**config.mk**
```make
export PLATFORM = sky130hd
export DESIGN_NAME = alarm_clock_ctrl_flat
export DESIGN_NICKNAME = d
export VERILOG_FILES = /design/src/rtl/alarm_clock_ctrl_if.sv /design/src/rtl/alarm_clock_ctrl.sv /design/src/flat_wrapper.sv
export SDC_FILE = /design/constraint.sdc
export NUM_CORES = 1
export LEC_CHECK = 0
export ABC_AREA = 1
export ABC_CLOCK_PERIOD_IN_PS = 1600
export BUFFER_PORTS_ARGS = -buffer_cell sky130_fd_sc_hd__buf_2
export CAP_MARGIN = 40
export CORE_ASPECT_RATIO = 0.5
export CORE_MARGIN = 2
export CORE_UTILIZATION = 50
export CTS_BUF_LIST = sky130_fd_sc_hd__clkbuf_4
export DETAILED_ROUTE_END_ITERATION = 10
export PLACE_DENSITY = 0.8
export SLEW_MARGIN = 20
export SYNTH_ARGS = -nofsm -noshare
export SYNTH_HDL_FRONTEND = slang
export SYNTH_SLANG_ARGS = --single-unit
```
**constraint.sdc**
```tcl
create_clock -name clk -period 1.6 [get_ports clk]
set_clock_uncertainty 0.15 [all_clocks]
set_input_delay 0.16 -clock clk [delete_from_list [all_inputs] [get_ports clk]]
set_output_delay 0.16 -clock clk [all_outputs]
set_load 0.005 [all_outputs]
```
**src/rtl/alarm_clock_ctrl_if.sv**
```systemverilog
// Button pulses and current time into the alarm clock mode controller;
// mode, field select, counter strobes and alarm registers back out.
interface alarm_clock_ctrl_if;
  logic       up;
  logic       down;
  logic       left;
  logic       right;
  logic       center;
  logic [4:0] cur_hr;
  logic [5:0] cur_min;
  logic [5:0] cur_sec;
  logic       adjust;
  logic [1:0] field;
  logic       hr_inc;
  logic       hr_dec;
  logic       min_inc;
  logic       min_dec;
  logic [4:0] alarm_hr;
  logic [5:0] alarm_min;
  logic       alarm_en;
  logic       ringing;

  modport master (
    output up, down, left, right, center, cur_hr, cur_min, cur_sec,
    input  adjust, field, hr_inc, hr_dec, min_inc, min_dec,
           alarm_hr, alarm_min, alarm_en, ringing
  );

  modport slave (
    input  up, down, left, right, center, cur_hr, cur_min, cur_sec,
    output adjust, field, hr_inc, hr_dec, min_inc, min_dec,
           alarm_hr, alarm_min, alarm_en, ringing
  );
endinterface

```
**src/rtl/alarm_clock_ctrl.sv**
```systemverilog
// Alarm clock mode controller: RUN/ADJ/RING sequencing, alarm registers, time strobes.
// One button acted on per cycle; every effect and strobe appears one cycle later.
module alarm_clock_ctrl #(
  parameter int ALARM_HR_RST  = 0,
  parameter int ALARM_MIN_RST = 0
) (
  input logic                clk,
  input logic                rst,
  alarm_clock_ctrl_if.slave  ctrl_if
);

  typedef enum logic [1:0] {S_RUN, S_ADJ, S_RING} state_t;

  state_t     state_q, state_d;
  logic [1:0] field_q, field_d;
  logic [4:0] alarm_hr_q, alarm_hr_d;
  logic [5:0] alarm_min_q, alarm_min_d;
  logic       alarm_en_q, alarm_en_d;
  logic       adjust_q, adjust_d;
  logic       ringing_q, ringing_d;
  logic       hr_inc_q, hr_inc_d;
  logic       hr_dec_q, hr_dec_d;
  logic       min_inc_q, min_inc_d;
  logic       min_dec_q, min_dec_d;

  logic any_btn;
  logic alarm_match;

  assign any_btn = ctrl_if.center | ctrl_if.left | ctrl_if.right | ctrl_if.up | ctrl_if.down;
  assign alarm_match = alarm_en_q && (ctrl_if.cur_hr == alarm_hr_q) &&
                       (ctrl_if.cur_min == alarm_min_q) && (ctrl_if.cur_sec == 6'd0);

  always_comb begin
    state_d     = state_q;
    field_d     = field_q;
    alarm_hr_d  = alarm_hr_q;
    alarm_min_d = alarm_min_q;
    alarm_en_d  = alarm_en_q;
    hr_inc_d    = 1'b0;
    hr_dec_d    = 1'b0;
    min_inc_d   = 1'b0;
    min_dec_d   = 1'b0;

    case (state_q)
      S_RUN: begin
        if (ctrl_if.center) begin
          state_d = S_ADJ;
          field_d = 2'd0;
        end else if (!ctrl_if.left && !ctrl_if.right) begin
          if (ctrl_if.up)        alarm_en_d = 1'b1;
          else if (ctrl_if.down) alarm_en_d = 1'b0;
        end
        // A match wins the state even when a button is accepted in the same cycle.
        if (alarm_match) state_d = S_RING;
      end
      S_ADJ: begin
        if (ctrl_if.center) begin
          state_d = S_RUN;
        end else if (ctrl_if.left) begin
          field_d = field_q - 2'd1;
        end else if (ctrl_if.right) begin
          field_d = field_q + 2'd1;
        end else if (ctrl_if.up) begin
          case (field_q)
            2'd0:    hr_inc_d    = 1'b1;
            2'd1:    min_inc_d   = 1'b1;
            2'd2:    alarm_hr_d  = (alarm_hr_q == 5'd23) ? 5'd0 : alarm_hr_q + 5'd1;
            default: alarm_min_d = (alarm_min_q == 6'd59) ? 6'd0 : alarm_min_q + 6'd1;
          endcase
        end else if (ctrl_if.down) begin
          case (field_q)
            2'd0:    hr_dec_d    = 1'b1;
            2'd1:    min_dec_d   = 1'b1;
            2'd2:    alarm_hr_d  = (alarm_hr_q == 5'd0) ? 5'd23 : alarm_hr_q - 5'd1;
            default: alarm_min_d = (alarm_min_q == 6'd0) ? 6'd59 : alarm_min_q - 6'd1;
          endcase
        end
      end
      S_RING: begin
        if (any_btn || (ctrl_if.cur_min != alarm_min_q)) state_d = S_RUN;
      end
      default: state_d = S_RUN;
    endcase

    adjust_d  = (state_d == S_ADJ);
    ringing_d = (state_d == S_RING);
  end

  always_ff @(posedge clk) begin
    if (rst) begin
      state_q     <= S_RUN;
      field_q     <= 2'd0;
      alarm_hr_q  <= 5'(ALARM_HR_RST);
      alarm_min_q <= 6'(ALARM_MIN_RST);
      alarm_en_q  <= 1'b0;
      adjust_q    <= 1'b0;
      ringing_q   <= 1'b0;
      hr_inc_q    <= 1'b0;
      hr_dec_q    <= 1'b0;
      min_inc_q   <= 1'b0;
      min_dec_q   <= 1'b0;
    end else begin
      state_q     <= state_d;
      field_q     <= field_d;
      alarm_hr_q  <= alarm_hr_d;
      alarm_min_q <= alarm_min_d;
      alarm_en_q  <= alarm_en_d;
      adjust_q    <= adjust_d;
      ringing_q   <= ringing_d;
      hr_inc_q    <= hr_inc_d;
      hr_dec_q    <= hr_dec_d;
      min_inc_q   <= min_inc_d;
      min_dec_q   <= min_dec_d;
    end
  end

  assign ctrl_if.adjust    = adjust_q;
  assign ctrl_if.field     = field_q;
  assign ctrl_if.hr_inc    = hr_inc_q;
  assign ctrl_if.hr_dec    = hr_dec_q;
  assign ctrl_if.min_inc   = min_inc_q;
  assign ctrl_if.min_dec   = min_dec_q;
  assign ctrl_if.alarm_hr  = alarm_hr_q;
  assign ctrl_if.alarm_min = alarm_min_q;
  assign ctrl_if.alarm_en  = alarm_en_q;
  assign ctrl_if.ringing   = ringing_q;

endmodule

```
**src/flat_wrapper.sv**
```systemverilog
// flat-port wrapper written by rule: the top's interface ports become plain ports
module alarm_clock_ctrl_flat 
#(
  parameter int ALARM_HR_RST  = 0,
  parameter int ALARM_MIN_RST = 0
)
  (clk, rst, ctrl_if_up, ctrl_if_down, ctrl_if_left, ctrl_if_right, ctrl_if_center, ctrl_if_cur_hr, ctrl_if_cur_min, ctrl_if_cur_sec, ctrl_if_adjust, ctrl_if_field, ctrl_if_hr_inc, ctrl_if_hr_dec, ctrl_if_min_inc, ctrl_if_min_dec, ctrl_if_alarm_hr, ctrl_if_alarm_min, ctrl_if_alarm_en, ctrl_if_ringing);
  alarm_clock_ctrl_if ctrl_if_i ();
  input logic clk;
  input logic rst;
  input wire logic [$bits(ctrl_if_i.up)-1:0] ctrl_if_up;
  input wire logic [$bits(ctrl_if_i.down)-1:0] ctrl_if_down;
  input wire logic [$bits(ctrl_if_i.left)-1:0] ctrl_if_left;
  input wire logic [$bits(ctrl_if_i.right)-1:0] ctrl_if_right;
  input wire logic [$bits(ctrl_if_i.center)-1:0] ctrl_if_center;
  input wire logic [$bits(ctrl_if_i.cur_hr)-1:0] ctrl_if_cur_hr;
  input wire logic [$bits(ctrl_if_i.cur_min)-1:0] ctrl_if_cur_min;
  input wire logic [$bits(ctrl_if_i.cur_sec)-1:0] ctrl_if_cur_sec;
  output wire logic [$bits(ctrl_if_i.adjust)-1:0] ctrl_if_adjust;
  output wire logic [$bits(ctrl_if_i.field)-1:0] ctrl_if_field;
  output wire logic [$bits(ctrl_if_i.hr_inc)-1:0] ctrl_if_hr_inc;
  output wire logic [$bits(ctrl_if_i.hr_dec)-1:0] ctrl_if_hr_dec;
  output wire logic [$bits(ctrl_if_i.min_inc)-1:0] ctrl_if_min_inc;
  output wire logic [$bits(ctrl_if_i.min_dec)-1:0] ctrl_if_min_dec;
  output wire logic [$bits(ctrl_if_i.alarm_hr)-1:0] ctrl_if_alarm_hr;
  output wire logic [$bits(ctrl_if_i.alarm_min)-1:0] ctrl_if_alarm_min;
  output wire logic [$bits(ctrl_if_i.alarm_en)-1:0] ctrl_if_alarm_en;
  output wire logic [$bits(ctrl_if_i.ringing)-1:0] ctrl_if_ringing;
  assign ctrl_if_i.up = ctrl_if_up;
  assign ctrl_if_i.down = ctrl_if_down;
  assign ctrl_if_i.left = ctrl_if_left;
  assign ctrl_if_i.right = ctrl_if_right;
  assign ctrl_if_i.center = ctrl_if_center;
  assign ctrl_if_i.cur_hr = ctrl_if_cur_hr;
  assign ctrl_if_i.cur_min = ctrl_if_cur_min;
  assign ctrl_if_i.cur_sec = ctrl_if_cur_sec;
  assign ctrl_if_adjust = ctrl_if_i.adjust;
  assign ctrl_if_field = ctrl_if_i.field;
  assign ctrl_if_hr_inc = ctrl_if_i.hr_inc;
  assign ctrl_if_hr_dec = ctrl_if_i.hr_dec;
  assign ctrl_if_min_inc = ctrl_if_i.min_inc;
  assign ctrl_if_min_dec = ctrl_if_i.min_dec;
  assign ctrl_if_alarm_hr = ctrl_if_i.alarm_hr;
  assign ctrl_if_alarm_min = ctrl_if_i.alarm_min;
  assign ctrl_if_alarm_en = ctrl_if_i.alarm_en;
  assign ctrl_if_ringing = ctrl_if_i.ringing;
  alarm_clock_ctrl #(.ALARM_HR_RST(ALARM_HR_RST), .ALARM_MIN_RST(ALARM_MIN_RST)) u_core (.clk(clk), .rst(rst), .ctrl_if(ctrl_if_i));
endmodule
```
### After elaboration in Yosys (flattened, before gate mapping)

Index checks and enable logic that the tools add are counted.

| cells by class | value |
|---|---|
| bitwise operators | 10 |
| mux-type cells | 26 |
| equal/unequal tests | 16 |
| reductions and logical operators | 21 |
| $lt $le $gt $ge | 0 |
| $mul | 0 |
| $add $sub $neg | 6 |
| divide/modulo/power cells | 0 |
| shift operators | 0 |

Operators with widths:

| operator | number |
|---|---|
| two-way mux 6 bit | 6 |
| two-way mux 5 bit | 6 |
| two-way mux 2 bit | 8 |
| zero test 6 bit | 2 |
| inequality test 2 bit, second input constant | 4 |
| AND reduction 4 bit | 2 |
| AND reduction 7 bit | 1 |
| OR reduction 7 bit | 1 |
| adder 6 x 1 -> 6 bit, second input constant | 1 |
| equality test 2 x 1 -> 1 bit, second input constant | 3 |
| equality test 2 bit, second input constant | 3 |
| equality test 6 bit | 1 |
| equality test 6 bit, second input constant | 1 |
| inequality test 6 bit | 1 |
| inverter 1 bit | 6 |
| one-hot mux 2 bit (3 select lines) | 1 |
| AND reduction 6 bit | 1 |
| OR reduction 6 bit | 1 |
| subtractor 6 x 1 -> 6 bit, second input constant | 1 |
| adder 5 x 1 -> 5 bit, second input constant | 1 |
| equality test 5 bit | 1 |
| equality test 5 bit, second input constant | 1 |
| zero test 5 bit | 1 |
| subtractor 5 x 1 -> 5 bit, second input constant | 1 |
| other kinds (12) | 24 |

| storage, ports and cells | value |
|---|---|
| output and inout port bits | 20 |
| flip-flop bits (word level) | 22 |
| logic and storage cells | 90 |
| latch bits | 0 |
| input bits | 24 |
| memory bits (read-only) | 0 |
| memory bits (writable) | 0 |
| memories kept | 0 |

### Longest topological paths before layout

| logic depth | value |
|---|---|
| word-level depth | 8 |
| mapped depth | 10 |
| mapped depth without buffers | 9 |

### Worst setup path before layout

Ideal clock, no wire load.

| timing | value |
|---|---|
| kind | flip-flop to flip-flop |
| start | register u_core.alarm_hr_q[0] (netlist: u_core.ctrl_if.alarm_hr[0]) |
| end | register u_core.alarm_hr_q[4] (netlist: u_core.ctrl_if.alarm_hr[4]) |
| library setup time | 109 ps |
| data arrival time | 1,168 ps |
| period minus slack after synthesis | 1,427 ps |
| stages on the path, launching flop included | 9 |
| path slack | 173 ps |
| path through | dfxtp_1 > inv_1 > ha_1 > nand3_1 > nor2_1 > o21ai_0 > nand3_1 > nand2_1 > inv_1 |

| on the way | value |
|---|---|
| word-level cells in the longest chain between the ends | 5 |
| elaborated cells on any way between the ends | 10 |

RTL lines:

| item | RTL line | source |
|---|---|---|
| from (decl) | alarm_clock_ctrl.sv:16 | `logic [4:0] alarm_hr_q, alarm_hr_d;` |
| from (signal assigned) | alarm_clock_ctrl.sv:93 | `alarm_hr_q <= 5'(ALARM_HR_RST);` |
| from (signal assigned) | alarm_clock_ctrl.sv:105 | `alarm_hr_q <= alarm_hr_d;` |
| subtractor 5 x 1 -> 5 bit or zero test 5 bit (tied branches) | alarm_clock_ctrl.sv:74 | `2'd2: alarm_hr_d = (alarm_hr_q == 5'd0) ? 5'd23 : alarm_hr_q - 5'd1;` |
| two-way mux 5 bit | alarm_clock_ctrl.sv:74 |  |
| two-way mux 5 bit | alarm_clock_ctrl.sv:71 | `case (field_q)` |
| two-way mux 5 bit | alarm_clock_ctrl.sv:70 | `end else if (ctrl_if.down) begin` |
| two-way mux 5 bit * | alarm_clock_ctrl.sv:63 | `end else if (ctrl_if.up) begin` |

Mark *: on every way between the ends. The rest lies on a longest branch, timed or not. The select of a mux whose other input is x is not followed.
A chain may end at the register's enable or synchronous reset.

### Worst setup path in the final report

| timing | value |
|---|---|
| start | input port ctrl_if_right |
| end | register u_core.alarm_min_q[5] (netlist: u_core.ctrl_if.alarm_min[5]) |

| on the way | value |
|---|---|
| word-level cells in the longest chain between the ends | 2 |

RTL lines:

| item | RTL line | source |
|---|---|---|
| from (decl) | flat_wrapper.sv:14 | `input wire logic [$bits(ctrl_if_i.right)-1:0] ctrl_if_right;` |
| inverter 1 bit (no source line) | - |  |
| AND reduction 7 bit (no source line) | - |  |
| to (signal assigned) | alarm_clock_ctrl.sv:94 | `alarm_min_q <= 6'(ALARM_MIN_RST);` |
| to (signal assigned) | alarm_clock_ctrl.sv:106 | `alarm_min_q <= alarm_min_d;` |
| to (decl) | alarm_clock_ctrl.sv:17 | `logic [5:0] alarm_min_q, alarm_min_d;` |

Every way passes these cells.

==> run metrics <==
outcome completed; synthesized area 0.00159 mm^2; Power Density 515 mW/mm^2; Worst-Margin Slew 0.423 ns; worst hold endpoint u_core.ctrl_if.min_dec; internal cell power 0.000718 W; worst path arrival time 1.65 ns; Min Hold Slack 0.0221 ns; Net Switching 0.000285 W; via/cell ratio 5.04; Net Sw Frac 0.284; Overflow after GRT 0; Placed Cells incl. Taps 332; Sink Count 22; die height 43.9 um; fmax 647 MHz; Hold Crit Depth 4; Post-Synthesis Cells 250; Reg2Reg Setup Slack 0.08 ns; Die Area 0.00368 mm^2; DP Wirelength 3090 um; Worst setup SP type input port; routed len/inst 12.0 um; CP max FO 5; Seq pwr share 0.564; CTS max path bufs 2; DRC 0; Hold Path Class input port to register; # rows 14; final cell count without fillers 340; initial core utilization 0.528; synth top area cells dfxtp_1 28%, nand2_1 14%, inv_1 7.5%; clk_lat worst skew 0.31 ns; ant diodes 0; global-route wire length before repair 6330 um; initial drt markers 112; worst slack, placed 0.0255 ns; H-tree levels 1; # setup viols final 0; Tmin final 1.54 ns; register area 452 um^2; Yosys top cell by area dfxtp_1; routability cong. 0.946; # fillers 281; clock network power share 0.266; io pins 44; CTS clk-pin slew, worst paths 0.13 ns; Reg2Reg Depth 6; Avg Inst Size Synth 6.37 um^2; Final period util 0.965; final worst slack 0.0555 ns; Slew Limit Fails 0; CP Capture Type register; antenna viol nets, final 0; 1st-pass router iterations 5; die extent in x 83.8 um; Layout Nets 334; aggregate routed wire length 4070 um; post-synthesis register bit count 22; share of cells above drive strength 1 0.270; hold path startpoint ctrl_if_center; Synth Warn # 0; multi-input logic area 967 um^2; synth unique cells 23; All-Layer GR Usage 0.216; Layout area overhead 22.3%; largest net degree at the start of global routing 14; post-synth top area share 0.277; CTS buffer count 3; vias in the first global route 1463; Syn Nets 283; P_leak 1.00 nW; CP Class input port to register; total number of vias 1713; Worst R2R End u_core.ctrl_if.field[1]; post-synthesis sequential area ratio 0.277; WP data required 1.71 ns; max_slew headroom 0.718; Hold Vio Cnt, Final 0; combinational share of power 0.170; TritonCTS clock tree yes; initial antenna violation count 0; Max Cap Viol 0; CORE AREA 0.00301 mm^2; clock root cell clkbuf_4; worst r2r src u_core.ctrl_if.field[0]; Peak VDD IR 0.253 mV; IO buf count 43
-- cell usage in the layout (no fill, tap or decap), types with 2 or more instances in the layout --
master / netlist / final
dfxtp_2: 0 / 6
o21ai_0: 20 / 20
nor2_2: 3 / 4
dfxtp_1: 22 / 15
nand2_1: 58 / 58
inv_1: 32 / 32
buf_4: 3 / 7
clkbuf_4: 0 / 3
inv_2: 9 / 9
nor2_1: 23 / 22
nand4_1: 3 / 3
buf_2: 2 / 43
nand3_1: 16 / 16
a21oi_1: 21 / 21
xor2_1: 9 / 9
dlygate4sd3_1: 0 / 3
xnor2_1: 5 / 5
ha_1: 9 / 8
nor4_1: 3 / 3
nand3_2: 3 / 3
a31oi_1: 2 / 2
-- cell usage after synthesis --
| cell | instances |
|---|---|
| buf_2 | 2 |
| nor4_1 | 3 |
| o21ai_0 | 20 |
| buf_4 | 3 |
| nor2_1 | 23 |
| nand4_1 | 3 |
| or2_2 | 1 |
| nor2_2 | 3 |
| nor3_1 | 2 |
| dfxtp_1 | 22 |
| nand3_2 | 3 |
| xor2_1 | 9 |
| nand2_2 | 1 |
| inv_2 | 9 |
| inv_1 | 32 |
| a31oi_1 | 2 |
| ha_1 | 9 |
| nand2_1 | 58 |
| xnor2_1 | 5 |
| clkbuf_1 | 2 |
| a21oi_1 | 21 |
| nand3_1 | 16 |
| nor2_4 | 1 |
-- registers in the layout (all words and copies together), names as in the netlist --
signal                    flops
u_core.ctrl_if.adjust         1
u_core.ctrl_if.alarm_en       1
u_core.ctrl_if.alarm_hr       5
u_core.ctrl_if.alarm_min      6
u_core.ctrl_if.field          2
u_core.ctrl_if.hr_dec         1
u_core.ctrl_if.hr_inc         1
u_core.ctrl_if.min_dec        1
u_core.ctrl_if.min_inc        1
u_core.ctrl_if.ringing        1
u_core.state_q                2
-- worst max-delay path by stage --
stage,slack (ns),startpoint,endpoint,cells past startpoint
final,0.06,ctrl_if_right,u_core.ctrl_if.alarm_min[5],8
after global placement,0.07,u_core.ctrl_if.alarm_hr[0],u_core.ctrl_if.alarm_hr[4],8
after global routing,-0.002,u_core.ctrl_if.alarm_min[3],u_core.ctrl_if.alarm_min[4],6
after detailed placement,0.03,u_core.ctrl_if.alarm_hr[0],u_core.ctrl_if.alarm_hr[4],8
after floorplan,0.17,u_core.ctrl_if.alarm_hr[0],u_core.ctrl_if.alarm_hr[4],8
after CTS,0.02,ctrl_if_right,u_core.ctrl_if.alarm_min[1],8
-- cell families (layout without fill, tap and decap cells) --
group / Yosys count / in the layout / share of synthesized area
buffers and inverters: 48 / 98 / 0.122
xor gates and xnor gates: 14 / 14 / 0.0770
and+or+nand+nor: 114 / 114 / 0.317
adders and majority gates: 9 / 9 / 0.0708
AOI/OAI and AO/OA: 43 / 43 / 0.137
DFF: 22 / 22 / 0.277
-- layout make-up --
cell class	instances	area share
Clock inverter	1	0.00193
Sequential cell	22	0.232
Timing Repair Buffer	53	0.153
Multi-Input combinational cell	180	0.497
Tap cell	40	0.0257
Clock buffer	3	0.0116
Inverter	41	0.0790
-- metal layers --
| metal | share of wire | vias up | wire (um) | global-route usage |
|---|---|---|---|---|
| li1 | - | 892 | - | - |
| met2 | 0.45 | 56 | 1840 | 0.384 |
| met3 | 0.055 | 4 | 225 | 0.0476 |
| met5 | 0 | - | 0 | 0 |
| met1 | 0.48 | 761 | 1970 | 0.278 |
| met4 | 0.0074 | 0 | 30 | 0.0419 |
-- timing repair --
action / in CTS / in global routing
hold endpoints to repair: 8 / 0
buffers inserted: 0 / 1
pin swaps: 0 / 1
hold buffers: 3 / 0
setup endpoints to repair: 1 / 11
gates resized for setup: 1 / 10
-- metrics by stage --
| step | TNS (ns) | util | power (W) | area (um^2) |
|---|---|---|---|---|
| 2_1_floorplan | 0 | - | 0.000679 | 1590 |
| 3_3_place_gp | 0 | 0.618 | 0.000735 | 1860 |
| 3_5_place_dp | 0 | 0.618 | 0.000740 | 1860 |
| 4_1_cts | 0 | 0.637 | 0.00100 | 1920 |
| 5_1_grt | -0.00313 | 0.646 | 0.00105 | 1950 |
| 6_report | 0 | 0.646 | 0.00100 | 1950 |
-- power by group through the flow --
stage	Combinational [W]	Clock (W)	Sequential (W)
2_1_floorplan	0.0000996	0	0.000579
3_3_place_gp	0.000155	0	0.000580
3_5_place_dp	0.000160	0	0.000580
4_1_cts	0.000167	0.000271	0.000568
5_1_grt	0.000192	0.000286	0.000568
6_report	0.000170	0.000267	0.000566
-- worst max-delay path, cell delays in order --
cell and delay [ns]:
buf_2 0.11, dlygate4sd3_1 0.56, nor3_2 0.16, nand2_1 0.13
nor2_4 0.17, buf_4 0.15, o21ai_0 0.08, a21oi_1 0.14
Power figures use the tool's default switching activity.
